`src/rtl/race_timer.sv`:
```
// Race timer: times one car-selection sequence in BCD ticks and keeps the best
// completed time until reset.
module race_timer #(
   parameter int unsigned TICK_DIV = 5000000
) (
   input  logic        Clock,
   input  logic        Reset,
   input  logic [3:0]  CurState,
   input  logic        Result,
   output logic [15:0] Time_BCD,
   output logic [15:0] Best_BCD,
   output logic        Best_Valid,
   output logic        NewRecord,
   output logic        Finished,
   output logic        Saturated
);

   localparam int unsigned PW = (TICK_DIV > 1) ? $clog2(TICK_DIV) : 1;
   localparam logic [PW-1:0] PRESC_MAX = PW'(TICK_DIV - 1);

   typedef enum logic [1:0] {IDLE, RUN, DONE} state_t;

   state_t        state_q, state_d;
   logic [PW-1:0] presc_q, presc_d;
   logic [15:0]   time_q, time_d;
   logic [15:0]   best_q, best_d;
   logic          bestv_q, bestv_d;
   logic          newrec_q, newrec_d;
   logic          fin_q, fin_d;
   logic          sat_q, sat_d;

   // Ripple BCD increment; the caller guarantees the input is below 9999.
   function automatic logic [15:0] bcd_inc(input logic [15:0] v);
      logic [15:0] r;
      logic        c;
      r = v;
      c = 1'b1;
      for (int i = 0; i < 4; i++) begin
         if (c) begin
            if (v[i*4 +: 4] == 4'd9) begin
               r[i*4 +: 4] = 4'd0;
            end else begin
               r[i*4 +: 4] = v[i*4 +: 4] + 4'd1;
               c = 1'b0;
            end
         end
      end
      return r;
   endfunction

   always_comb begin
      state_d  = state_q;
      presc_d  = presc_q;
      time_d   = time_q;
      best_d   = best_q;
      bestv_d  = bestv_q;
      newrec_d = 1'b0;
      case (state_q)
         IDLE: begin
            time_d = 16'h0000;
            if (CurState == 4'd1) begin
               state_d = RUN;
               presc_d = '0;
            end
         end
         RUN: begin
            // Finish wins over abort, and the finishing cycle does not count.
            if (Result) begin
               state_d = DONE;
               if (!bestv_q || (time_q < best_q)) begin
                  best_d   = time_q;
                  bestv_d  = 1'b1;
                  newrec_d = 1'b1;
               end
            end else if (CurState == 4'd0) begin
               state_d = IDLE;
               time_d  = 16'h0000;
            end else if (presc_q == PRESC_MAX) begin
               presc_d = '0;
               if (time_q != 16'h9999) time_d = bcd_inc(time_q);
            end else begin
               presc_d = presc_q + 1'b1;
            end
         end
         DONE: begin
            if (CurState == 4'd0) begin
               state_d = IDLE;
               time_d  = 16'h0000;
            end
         end
         default: state_d = IDLE;
      endcase
      fin_d = (state_d == DONE);
      sat_d = (state_d != IDLE) && (time_d == 16'h9999);
   end

   always_ff @(posedge Clock) begin
      if (Reset) begin
         state_q  <= IDLE;
         presc_q  <= '0;
         time_q   <= 16'h0000;
         best_q   <= 16'h0000;
         bestv_q  <= 1'b0;
         newrec_q <= 1'b0;
         fin_q    <= 1'b0;
         sat_q    <= 1'b0;
      end else begin
         state_q  <= state_d;
         presc_q  <= presc_d;
         time_q   <= time_d;
         best_q   <= best_d;
         bestv_q  <= bestv_d;
         newrec_q <= newrec_d;
         fin_q    <= fin_d;
         sat_q    <= sat_d;
      end
   end

   assign Time_BCD   = time_q;
   assign Best_BCD   = best_q;
   assign Best_Valid = bestv_q;
   assign NewRecord  = newrec_q;
   assign Finished   = fin_q;
   assign Saturated  = sat_q;

endmodule

```
`config.mk`:
```
export PLATFORM = sky130hd
export DESIGN_NAME = race_timer
export DESIGN_NICKNAME = d
export VERILOG_FILES = /design/src/rtl/race_timer.sv
export SDC_FILE = /design/constraint.sdc
export NUM_CORES = 1
export LEC_CHECK = 0
export ABC_CLOCK_PERIOD_IN_PS = 2200
export BUFFER_PORTS_ARGS = -buffer_cell sky130_fd_sc_hd__buf_2
export CAP_MARGIN = 10
export CORE_ASPECT_RATIO = 0.8
export CORE_UTILIZATION = 45
export CTS_BUF_LIST = sky130_fd_sc_hd__clkbuf_4 sky130_fd_sc_hd__clkbuf_8
export DETAILED_ROUTE_END_ITERATION = 7
export GPL_ROUTABILITY_DRIVEN = 0
export PLACE_DENSITY = 0.67
export SLEW_MARGIN = 20
export SYNTH_ARGS = -nofsm -noshare
export SYNTH_HDL_FRONTEND = slang
export SYNTH_SLANG_ARGS = --single-unit
```
`constraint.sdc`:
```
create_clock -name Clock -period 2.2 [get_ports Clock]
set_input_delay 0.11 -clock Clock [delete_from_list [all_inputs] [get_ports Clock]]
set_output_delay 0.11 -clock Clock [all_outputs]
set_load 0.005 [all_outputs]
```
==> results of run 1 <==
-- cells in the final DEF, fill, tap and decap left out, drive strengths merged, types with 2 or more instances in the layout --
master   synthesis  final
a31oi            5      5
and3             3      3
o311a            5      5
ha              24     24
or4              3      3
a211oi           7      7
xnor2            8      8
dfxtp           61     61
a21o             9      9
o21ai           14     14
nand3           17     17
nor4b            7      7
or3              5      5
nor3            15     15
bufinv           0      3
nor3b            3      3
nor2b            5      5
a21oi           21     21
and2             3      3
a221oi           3      3
nand3b           5      5
inv             24     24
nand4            9      9
xor2             7      7
and3b            3      3
nand2b          33     33
nor2            42     42
nand4bb          2      2
clkbuf          12     13
or2              3      3
mux2i           17     17
and4             4      4
nor4             4      4
nand2           30     30
buf              4    145
-- critical path, stage by stage (launching register included) --
cell	delay, ns
sky130_fd_sc_hd__dfxtp_2	0.34
sky130_fd_sc_hd__inv_2	0.05
sky130_fd_sc_hd__ha_4	0.15
sky130_fd_sc_hd__nand3b_1	0.17
sky130_fd_sc_hd__buf_4	0.16
sky130_fd_sc_hd__nor4_4	0.04
sky130_fd_sc_hd__buf_4	0.15
sky130_fd_sc_hd__buf_4	0.14
sky130_fd_sc_hd__o311a_4	0.37
sky130_fd_sc_hd__a211oi_4	0.24
sky130_fd_sc_hd__nor3_2	0.09
sky130_fd_sc_hd__and4bb_1	0.21
sky130_fd_sc_hd__and4_1	0.19
-- sequential cells by signal (all words and copies together), names as in the netlist --
register and count:
Time_BCD 16, Best_Valid 1, state_q 2, NewRecord 1, Finished 1, Best_BCD 16
presc_q 23, Saturated 1
-- worst min path at each step --
stage                             start                  endpoint  slack, ns  depth (start not counted)
6_report                          Reset    Time_BCD[1]$_SDFF_PP0_       0.17                          2
5_1_grt                           Reset    Time_BCD[5]$_SDFF_PP0_       0.17                          2
4_1_cts                           Reset    Time_BCD[5]$_SDFF_PP0_       0.16                          2
3_5_place_dp   Best_BCD[7]$_SDFFE_PP0P_  Best_BCD[7]$_SDFFE_PP0P_       0.48                          2
3_3_place_gp   Best_BCD[3]$_SDFFE_PP0P_  Best_BCD[3]$_SDFFE_PP0P_       0.47                          2
2_1_floorplan                     Reset    Time_BCD[4]$_SDFF_PP0_       0.30                          2
-- layer usage --
layer	track usage, %	part of all wire (%)	vias to the layer above
met5	0	0	-
met4	11.29	2.8	0
met3	6.145	7.7	39
met2	38.80	43	181
met1	38.20	47	1808
li1	-	-	1838
-- logic make-up (layout without fill, tap and decap cells) --
family	Yosys count	count (layout)	share of synthesized area, %
XOR/XNOR	15	15	3.610
buffers and inverters	40	186	4.366
multiplexers	17	17	4.675
adder cells (fa/ha/maj)	24	24	8.250
flip-flops	61	61	33.55
AO/OA/AOI/OAI	78	78	14.82
AND/OR/NAND/NOR	199	199	30.73
-- metrics by stage --
stage | cell area (um^2) | hold slack [ns] | instances | setup TNS (ns)
2_1_floorplan | 3645 | 0.3009 | 434 | -0.1722
3_3_place_gp | 4618 | 0.4682 | 655 | -0.2671
3_5_place_dp | 4618 | 0.4812 | 655 | -0.3039
4_1_cts | 5100 | 0.1553 | 678 | -0.1050
5_1_grt | 5300 | 0.1683 | 685 | -0.5040
6_report | 5300 | 0.1667 | 685 | -0.3157
-- power by group through the flow --
stage	combinational (mW)	sequential (mW)	clock, mW
after detailed placement	0.102	1.13	0
after floorplan	0.0592	1.13	0
after CTS	0.109	1.11	1.28
final	0.111	1.11	1.27
after global placement	0.0997	1.13	0
after global routing	0.118	1.11	1.33
-- final cells by class --
type | count | area [um^2]
inverters | 24 | 90.09
fillers | 563 | 2302
clock buffers | 12 | 152.6
well taps | 105 | 131.4
multi-input cells | 333 | 2561
clock inverters | 4 | 95.09
repair buffers | 146 | 1037
flip-flops and latches | 61 | 1232
-- repair_timing --
action	in CTS	in global routing
endpoints found under the setup margin	6	37
pin swaps	17	19
buffers inserted	7	9
hold buffers	0	0
cloned	1	0
resized for setup	38	32
==> summary.md, run 1 <==
| Metric | Value |
|---|---|
| Wire length reported by the detailed router | `11.48 mm` |
| Net count after synthesis | `about 470` |
| Total vias in the final route | `roughly 3,900` |
| Internal power | `a little under 2 mW` |
| Post-layout util | `between 60% and 70%` |
| Switch share | `between 20% and 30%` |
| Logic gate share of total power | `under 10%` |
| Count of antenna-violating nets left after detailed routing | `0` |
| Clock latency reported for the late side of the worst-skew pair | `0.35 ns` |
| Synth-to-Final Area Change | `45.62%` |
| Total die area | `~0.0085 mm^2` |
| Starting DRT DRC Count | `approximately 300` |
| Starting density of the core | `a little under half` |
| Final count of pins violating max slew | `0` |
| Top-area cell type share of the netlist area | `between 30% and 40%` |
| Share of total power in sequential cells | `between 40% and 50%` |
| Slew margin rel. | `between 50% and 60%` |
| Power density over cell area | `around 470 mW/mm^2` |
| Clock tree from TritonCTS | `yes` |
| Layout cell share with drive strength beyond 1 | `between 30% and 40%` |
| Top-Level Pins | `43` |
| Total power | `about 2.5 mW` |
| Leading post-synthesis cells by instance count | `sky130_fd_sc_hd__dfxtp_1 (61), sky130_fd_sc_hd__nor2_1 (42), sky130_fd_sc_hd__nand2b_1 (33), sky130_fd_sc_hd__nand2_1 (30)` |
| Core area | `~0.0076 mm^2` |
| Shortest clock period the worst path allows after layout | `2.413 ns` |
| Vertical die dimension | `a little over 80 um` |
| Clock transition time at the flip-flop clock pins of the worst setup and hold paths | `about 0.07 ns` |
| Launch instance of the worst register-to-register path | `Time_BCD[5]$_SDFF_PP0_` |
| Least-Margin Pin Slew | `approximately 0.6 ns` |
| Unrepaired setup endpoints after global routing | `true` |
| End point of the critical path | `Saturated$_SDFF_PP0_` |
| Number of buffers added on ports | `42` |
| Worst setup slack before clock tree synthesis | `-0.2293 ns` |
| Grt ovf | `0` |
| CTS H-tree depth | `3` |
| Mapped cell area | `between 0.003 and 0.004 mm^2` |
| Final WS setup | `-0.2126 ns` |
| Crit end category | `flip-flop` |
| Via-to-Cell Ratio | `between 5 and 6` |
| Maximum fanout encountered on the critical timing path | `3` |
| Setup Skew | `about 0.0095 ns` |
| Number of buffers inserted during clock tree synthesis | `9` |
| Path class of the lowest-slack min-delay path | `in -> reg` |
| Most area-consuming cells after synthesis | `sky130_fd_sc_hd__dfxtp_1 (34%), sky130_fd_sc_hd__ha_1 (8.3%), sky130_fd_sc_hd__nand2b_1 (5.7%)` |
| Leakage power total | `roughly 2.1 nW` |
| Synth async-reset ratio | `0%` |
| Top flip-flop cell by instance count after synthesis | `sky130_fd_sc_hd__dfxtp_1` |
| Tot GR Track Use | `approximately 27%` |
| Portion of the post-synthesis area used by sequential elements | `between 30% and 40%` |
| Yosys synthesis warning count | `0` |
| Flop-to-flop setup slack | `-0.21 ns` |
| Number of inserted diodes | `0` |
| Switch Pwr | `about 0.53 mW` |
| Number of buffers on the longest clock path | `2` |
| Number of nets at the end of the flow | `606` |
| Final setup violation count | `3` |
| Critical path type | `reg -> reg` |
| Critical Path Source | `Time_BCD[5]$_SDFF_PP0_` |
| Placement Rows | `28` |
| Largest vdd supply drop | `between 400 and 500 uV` |
| Cell type with the largest total area after synthesis | `sky130_fd_sc_hd__dfxtp_1` |
| HPWL reported at the end of detailed placement | `7.522 mm` |
| Outcome | `finished with violations` |
| Buffer cell driving the clock tree root | `sky130_fd_sc_hd__clkbuf_8` |
| Die extent in x | `a little over 100 um` |
| Highest achievable clock rate | `around 410 MHz` |
| Average routed wire per standard cell | `approximately 17 um` |
| Post-synthesis area per instance | `8.387 um^2` |
| Final hold violation count | `0` |
| Num Clock Sinks | `~60` |
| Max-cap check violation count | `0` |
| Number of synthesized flops with an enable pin | `0` |
| Post-synthesis register bit count | `between 60 and 70` |
| Failing checks | `setup timing` |
| Req. time, crit path | `2.45 ns` |
| Clock Power Share | `about half` |
| Reg-to-reg endpoint | `Saturated$_SDFF_PP0_` |
| Drc violations | `0` |
| Maximum number of pins on one net before global-route repair | `32` |
| Antenna violations before repair | `0` |
| Count of different cell masters after synthesis | `63` |
| Cell count of the worst reg-to-reg path | `12` |
| Detailed-routing iteration count for the pre-antenna-repair pass | `7` |
| Vias in the first global route | `roughly 3,400` |
| Post-Synthesis Cells | `~430` |
| Wire length of the first global-routing pass | `between 15 and 20 mm` |
| Post-route clock period utilization | `109.7%` |
| Arrival time at the worst endpoint | `about 2.7 ns` |
| Most frequent cell after synthesis | `sky130_fd_sc_hd__dfxtp_1` |
| Launching element type of the critical path | `flip-flop` |
No activity file was read; power rests on OpenSTA's default activity.
==> run 2, diff against run 1 <==
PLACE_DENSITY = 0.63   (was 0.67)
==> summary.md, run 2 (same netlist as run 1, synthesis figures left out) <==
| Metric | Value |
|---|---|
| Top-Level Pins | `43` |
| Synth-to-Final Area Change | `40.32%` |
| Clock transition time at the flip-flop clock pins of the worst setup and hold paths | `roughly 0.07 ns` |
| Count of antenna-violating nets left after detailed routing | `0` |
| Clock tree from TritonCTS | `yes` |
| Hold Crit Start | `Reset` |
| Layout cell share with drive strength beyond 1 | `between 30% and 40%` |
| Largest vdd supply drop | `450.7 uV` |
| Final setup violation count | `2` |
| Shortest clock period the worst path allows after layout | `~2.3 ns` |
| Hold Path Sink | `Time_BCD[10]$_SDFF_PP0_` |
| Final hold violation count | `0` |
| Arrival time at the worst endpoint | `~2.6 ns` |
| Buffer cell driving the clock tree root | `sky130_fd_sc_hd__clkbuf_8` |
| Core area | `between 0.007 and 0.008 mm^2` |
| Failing checks | `setup timing` |
| Max-cap check violation count | `0` |
| Clock latency reported for the late side of the worst-skew pair | `0.35 ns` |
| Power density over cell area | `about 420 mW/mm^2` |
| Number of buffers added on ports | `42` |
| Outcome | `finished with violations` |
| Path class of the lowest-slack min-delay path | `in -> reg` |
| Total power | `2.127 mW` |
| Post-route clock period utilization | `106.6%` |
| Critical path type | `reg -> reg` |
| HPWL reported at the end of detailed placement | `~7.6 mm` |
| Number of nets at the end of the flow | `around 600` |
| Placement Rows | `28` |
| Via-to-Cell Ratio | `5.563` |
| Drc violations | `0` |
| Least-Margin Pin Slew | `0.5987 ns` |
| Wire length of the first global-routing pass | `between 15 and 20 mm` |
| Leading cell type in the layout, fill and taps excluded | `sky130_fd_sc_hd__buf_4` |
| Maximum number of pins on one net before global-route repair | `36` |
| Launch instance of the worst register-to-register path | `Time_BCD[9]$_SDFF_PP0_` |
| Total vias in the final route | `3,772` |
| Maximum fanout encountered on the critical timing path | `3` |
| Grt ovf | `0` |
| Worst hold stages | `2` |
| Average routed wire per standard cell | `15.79 um` |
| Wire length reported by the detailed router | `~11 mm` |
| Final hold slack | `about 0.22 ns` |
| Launching element type of the critical path | `flip-flop` |
| Tot GR Track Use | `26.30%` |
| Vertical die dimension | `82.44 um` |
| Highest achievable clock rate | `between 400 and 500 MHz` |
| Largest register by flop count | `presc_q` |
| Leakage power total | `a little over 2 nW` |
| Num Clock Sinks | `just over 60` |
| Die extent in x | `between 100 and 150 um` |
| Slew margin rel. | `60.05%` |
| Crit end category | `flip-flop` |
| Max reg flops | `23` |
| Detailed-routing iteration count for the pre-antenna-repair pass | `5` |
| Most used cells in the layout excluding fill and tap cells | `sky130_fd_sc_hd__buf_4 (91), sky130_fd_sc_hd__dfxtp_1 (48), sky130_fd_sc_hd__buf_2 (42)` |
| Req. time, crit path | `~2.5 ns` |
| Setup Skew | `about 0.010 ns` |
| Total die area | `between 0.008 and 0.009 mm^2` |
| Antenna violations before repair | `0` |
| Cell count of the worst reg-to-reg path | `12` |
| CTS H-tree depth | `3` |
| Starting DRT DRC Count | `between 300 and 400` |
| Number of buffers inserted during clock tree synthesis | `9` |
| Reg-to-reg endpoint | `Saturated$_SDFF_PP0_` |
| Number of buffers on the longest clock path | `2` |
| Vias in the first global route | `3,323` |
| Starting density of the core | `47.88%` |
| Final count of pins violating max slew | `0` |
| Number of inserted diodes | `0` |
| Unrepaired setup endpoints after global routing | `true` |
| Final WS setup | `-0.1457 ns` |
| Flop-to-flop setup slack | `-0.15 ns` |
## run 2: cell count changes in the layout (fill, tap and decap cells not counted), sizes merged
cell,delta
clkinv,+1
buf,-4
clkbuf,-1
bufinv,-3
## run 2: metal layers
layer / track usage (%) / share of wire [%]
met2: 38.13 / 42
met4: 8.286 / 1.3
met3: 5.051 / 8.2
met1: 38.80 / 48
met5: 0 / 0
## run 2: final cells by class
cell class | count | area (um^2)
multi-input combinational | 333 | 2479
sequential | 61 | 1237
timing repair buffer | 141 | 1001
tap | 105 | 131.4
fill | 632 | 2495
clock inverter | 2 | 10.01
inverter | 24 | 90.09
clock buffer | 12 | 158.9
## run 2: repair_timing
action | in CTS | in global routing
hold buffers | 0 | 0
setup endpoints to repair | 24 | 28
cloned | 0 | 1
pin swaps | 7 | 13
setup buffers | 8 | 2
resized for setup | 21 | 43
## run 2: through the flow
| stage | cells | instance area (um^2) | utilization (%) | setup WS, ns | TNS [ns] |
|---|---|---|---|---|---|
| CTS | 677 | 4940 | 64.98 | -0.1172 | -0.1540 |
| finish | 678 | 5107 | 67.18 | -0.1457 | -0.1615 |
| global placement | 655 | 4618 | 60.75 | -0.1947 | -0.3012 |
| detailed placement | 655 | 4618 | 60.75 | -0.3028 | -1.045 |
| floorplan | 434 | 3645 | - | -0.1722 | -0.1722 |
| global route | 678 | 5107 | 67.18 | -0.2286 | -0.5316 |
## run 2: worst max path at each step
stage,startpoint,end,cells past startpoint
detailed placement,Time_BCD[1]$_SDFF_PP0_,Saturated$_SDFF_PP0_,9
floorplan,Time_BCD[8]$_SDFF_PP0_,Saturated$_SDFF_PP0_,8
global route,presc_q[21]$_SDFFE_PP0P_,Saturated$_SDFF_PP0_,7
CTS,Time_BCD[9]$_SDFF_PP0_,Saturated$_SDFF_PP0_,9
global placement,presc_q[5]$_SDFFE_PP0P_,Saturated$_SDFF_PP0_,9
finish,Time_BCD[9]$_SDFF_PP0_,Saturated$_SDFF_PP0_,12
## run 2: power breakdown
part | total (mW) | switching (mW) | internal (mW) | leakage, nW
Sequential | 1.11 | 0.00245 | 1.11 | 0.498
Combinational | 0.107 | 0.0611 | 0.0462 | 1.48
Clock | 0.910 | 0.443 | 0.467 | 0.0915
## run 2: critical path: stages, from the launching register on
cell and delay [ns]:
sky130_fd_sc_hd__dfxtp_2 0.36, sky130_fd_sc_hd__inv_2 0.05, sky130_fd_sc_hd__ha_4 0.15, sky130_fd_sc_hd__nand3b_1 0.16, sky130_fd_sc_hd__buf_4 0.14, sky130_fd_sc_hd__nor4_1 0.04, sky130_fd_sc_hd__buf_4 0.14, sky130_fd_sc_hd__buf_4 0.13
sky130_fd_sc_hd__o311a_2 0.34, sky130_fd_sc_hd__a211oi_2 0.26, sky130_fd_sc_hd__nor3_2 0.08, sky130_fd_sc_hd__and4bb_1 0.20, sky130_fd_sc_hd__and4_1 0.19
==> run 3, diff against run 2 <==
SETUP_SLACK_MARGIN = 0.15   (was unset)
==> summary.md, run 3 (same netlist as run 1, synthesis figures left out) <==
| Metric | Value |
|---|---|
| Worst setup slack before clock tree synthesis | `-0.2408 ns` |
| Number of buffers inserted during clock tree synthesis | `9` |
| Layout Cell Area excl Fill | `0.005637 mm^2` |
| Global route hottest layer | `met2` |
| Slew margin rel. | `roughly three quarters` |
| Largest register by flop count | `presc_q` |
| Num Clock Sinks | `61` |
| Setup Skew | `about 0.0086 ns` |
| Met1 GRT Util | `a little under two fifths` |
| Filler instances | `approximately 530` |
| CTS H-tree depth | `3` |
| Buffer cell driving the clock tree root | `sky130_fd_sc_hd__clkbuf_8` |
| Via-to-Cell Ratio | `between 5 and 6` |
| Vertical die dimension | `82.44 um` |
| Final count of pins violating max slew | `0` |
| Antenna violations before repair | `0` |
| Final hold slack | `a little under 0.08 ns` |
| Detailed-routing iteration count for the pre-antenna-repair pass | `5` |
| Outcome | `finished with violations` |
| Final hold violation count | `0` |
| Final WS setup | `-0.1822 ns` |
| HPWL reported at the end of detailed placement | `7.743 mm` |
| Total power | `between 2 and 2.5 mW` |
| Most used cells in the layout excluding fill and tap cells | `sky130_fd_sc_hd__buf_4 (87), sky130_fd_sc_hd__dfxtp_1 (44), sky130_fd_sc_hd__buf_2 (42)` |
| Post-placement cell count | `roughly 650` |
| Wire length reported by the detailed router | `12.04 mm` |
| Maximum fanout encountered on the critical timing path | `6` |
| Top-Level Pins | `43` |
| Cts-stage hold buffer count | `0` |
| Switch share | `about a quarter` |
| Setup TNS | `-0.3577 ns` |
| Crit end category | `flip-flop` |
| Clock transition time at the flip-flop clock pins of the worst setup and hold paths | `approximately 0.070 ns` |
| Fraction of met2 tracks used by global routing | `roughly two fifths` |
| Layout cell share with drive strength beyond 1 | `a little under half` |
| Largest vdd supply drop | `between 200 and 300 uV` |
| Internal power | `1.686 mW` |
| Final instance count without filler cells | `690` |
| Leading cell type in the layout, fill and taps excluded | `sky130_fd_sc_hd__buf_4` |
| Power density over cell area | `around 390 mW/mm^2` |
| Count of antenna-violating nets left after detailed routing | `0` |
| Placement Rows | `28` |
| Clock tree from TritonCTS | `yes` |
| Max-cap check violation count | `0` |
| Synth-to-Final Area Change | `54.86%` |
| Total die area | `roughly 0.0085 mm^2` |
| Arrival time at the worst endpoint | `about 2.7 ns` |
| Starting DRT DRC Count | `around 270` |
| Switch Pwr | `between 0.5 and 0.6 mW` |
| Vias in the first global route | `roughly 3,500` |
| Maximum number of pins on one net before global-route repair | `28` |
| Tot GR Track Use | `26.88%` |
| Clock Power Share | `between 40% and 50%` |
| Highest achievable clock rate | `roughly 420 MHz` |
| Launching element type of the critical path | `flip-flop` |
| Failing checks | `setup timing` |
| Average routed wire per standard cell | `between 15 and 20 um` |
| Number of buffers added on ports | `42` |
| Clock latency reported for the late side of the worst-skew pair | `about 0.35 ns` |
| Req. time, crit path | `around 2.5 ns` |
| Logic gate share of total power | `under 10%` |
| Post-route clock period utilization | `108.3%` |
| Final setup violation count | `5` |
| Leakage power total | `~2.2 nW` |
| Number of buffers on the longest clock path | `2` |
| Grt ovf | `0` |
| Number of nets at the end of the flow | `between 600 and 700` |
| Post-layout util | `74.14%` |
| Share of total power in sequential cells | `between 40% and 50%` |
| Flop-to-flop setup slack | `-0.18 ns` |
| Shortest clock period the worst path allows after layout | `2.382 ns` |
| Placement Cell Area | `0.004634 mm^2` |
| Critical path type | `reg -> reg` |
| Starting density of the core | `47.88%` |
| Drc violations | `0` |
| Max reg flops | `23` |
| Path class of the lowest-slack min-delay path | `in -> reg` |
| Wire length of the first global-routing pass | `17.26 mm` |
| Number of inserted diodes | `0` |
| Least-Margin Pin Slew | `about 0.37 ns` |
| Global routing usage on met3 | `4.125%` |
| Die extent in x | `~100 um` |
| Unrepaired setup endpoints after global routing | `true` |
| Core area | `between 0.007 and 0.008 mm^2` |
| Total vias in the final route | `3,915` |
## run 3: cell count changes in the layout (fill, tap and decap cells not counted), sizes merged
cell	previous run	this run
buf	141	151
clkbuf	12	15
clkinv	2	1
## run 3: worst max-delay path: stages, from the launching register on
cell and delay, ns:
sky130_fd_sc_hd__dfxtp_2 0.34, sky130_fd_sc_hd__buf_4 0.13, sky130_fd_sc_hd__and4_4 0.22, sky130_fd_sc_hd__nand4_1 0.11, sky130_fd_sc_hd__buf_6 0.17, sky130_fd_sc_hd__or3_4 0.45
sky130_fd_sc_hd__buf_6 0.16, sky130_fd_sc_hd__or3_4 0.37, sky130_fd_sc_hd__a21oi_1 0.16, sky130_fd_sc_hd__and4_1 0.21
## run 3: final cells by class
| class | count | area, um^2 | share of cell area, % |
|---|---|---|---|
| clock buffer | 14 | 180.2 | 3.196 |
| clock inverter | 1 | 5.005 | 0.08879 |
| inverter | 24 | 90.09 | 1.598 |
| multi-input combinational | 333 | 2779 | 49.30 |
| sequential | 61 | 1252 | 22.22 |
| tap | 105 | 131.4 | 2.331 |
| timing repair buffer | 152 | 1199 | 21.27 |
## run 3: routing by layer
layer  vias to the layer above  wire length (um)  share of wire [%]
met5                         -                 0                  0
met4                         0               231                1.9
met3                        31              1007                8.4
met2                       183              5309                 44
met1                      1841              5486                 46
li1                       1860                 -                  -
## run 3: power by group through the flow
stage               Combinational [mW]  Clock, mW  Sequential (mW)
floorplan                       0.0611          0             1.13
global placement                 0.100          0             1.13
detailed placement               0.102          0             1.13
CTS                              0.118      0.969             1.11
global route                     0.154       1.02             1.10
finish                           0.146      0.962             1.10
## run 3: path summary, 6_finish.rpt
check                             from                         to  cells past startpoint
min                              Reset       NewRecord$_SDFF_PP0_                      2
max reg2reg    presc_q[3]$_SDFFE_PP0P_       Saturated$_SDFF_PP0_                      9
max            presc_q[3]$_SDFFE_PP0P_       Saturated$_SDFF_PP0_                      9
min reg2reg  Best_BCD[12]$_SDFFE_PP0P_  Best_BCD[12]$_SDFFE_PP0P_                      2
## run 3: timing repair
action / in CTS / in global routing
setup buffers: 9 / 11
endpoints found under the hold margin: 0 / 0
endpoints found under the setup margin: 54 / 55
gates resized for setup: 67 / 67
cloned: 2 / 2
pin swaps: 20 / 22
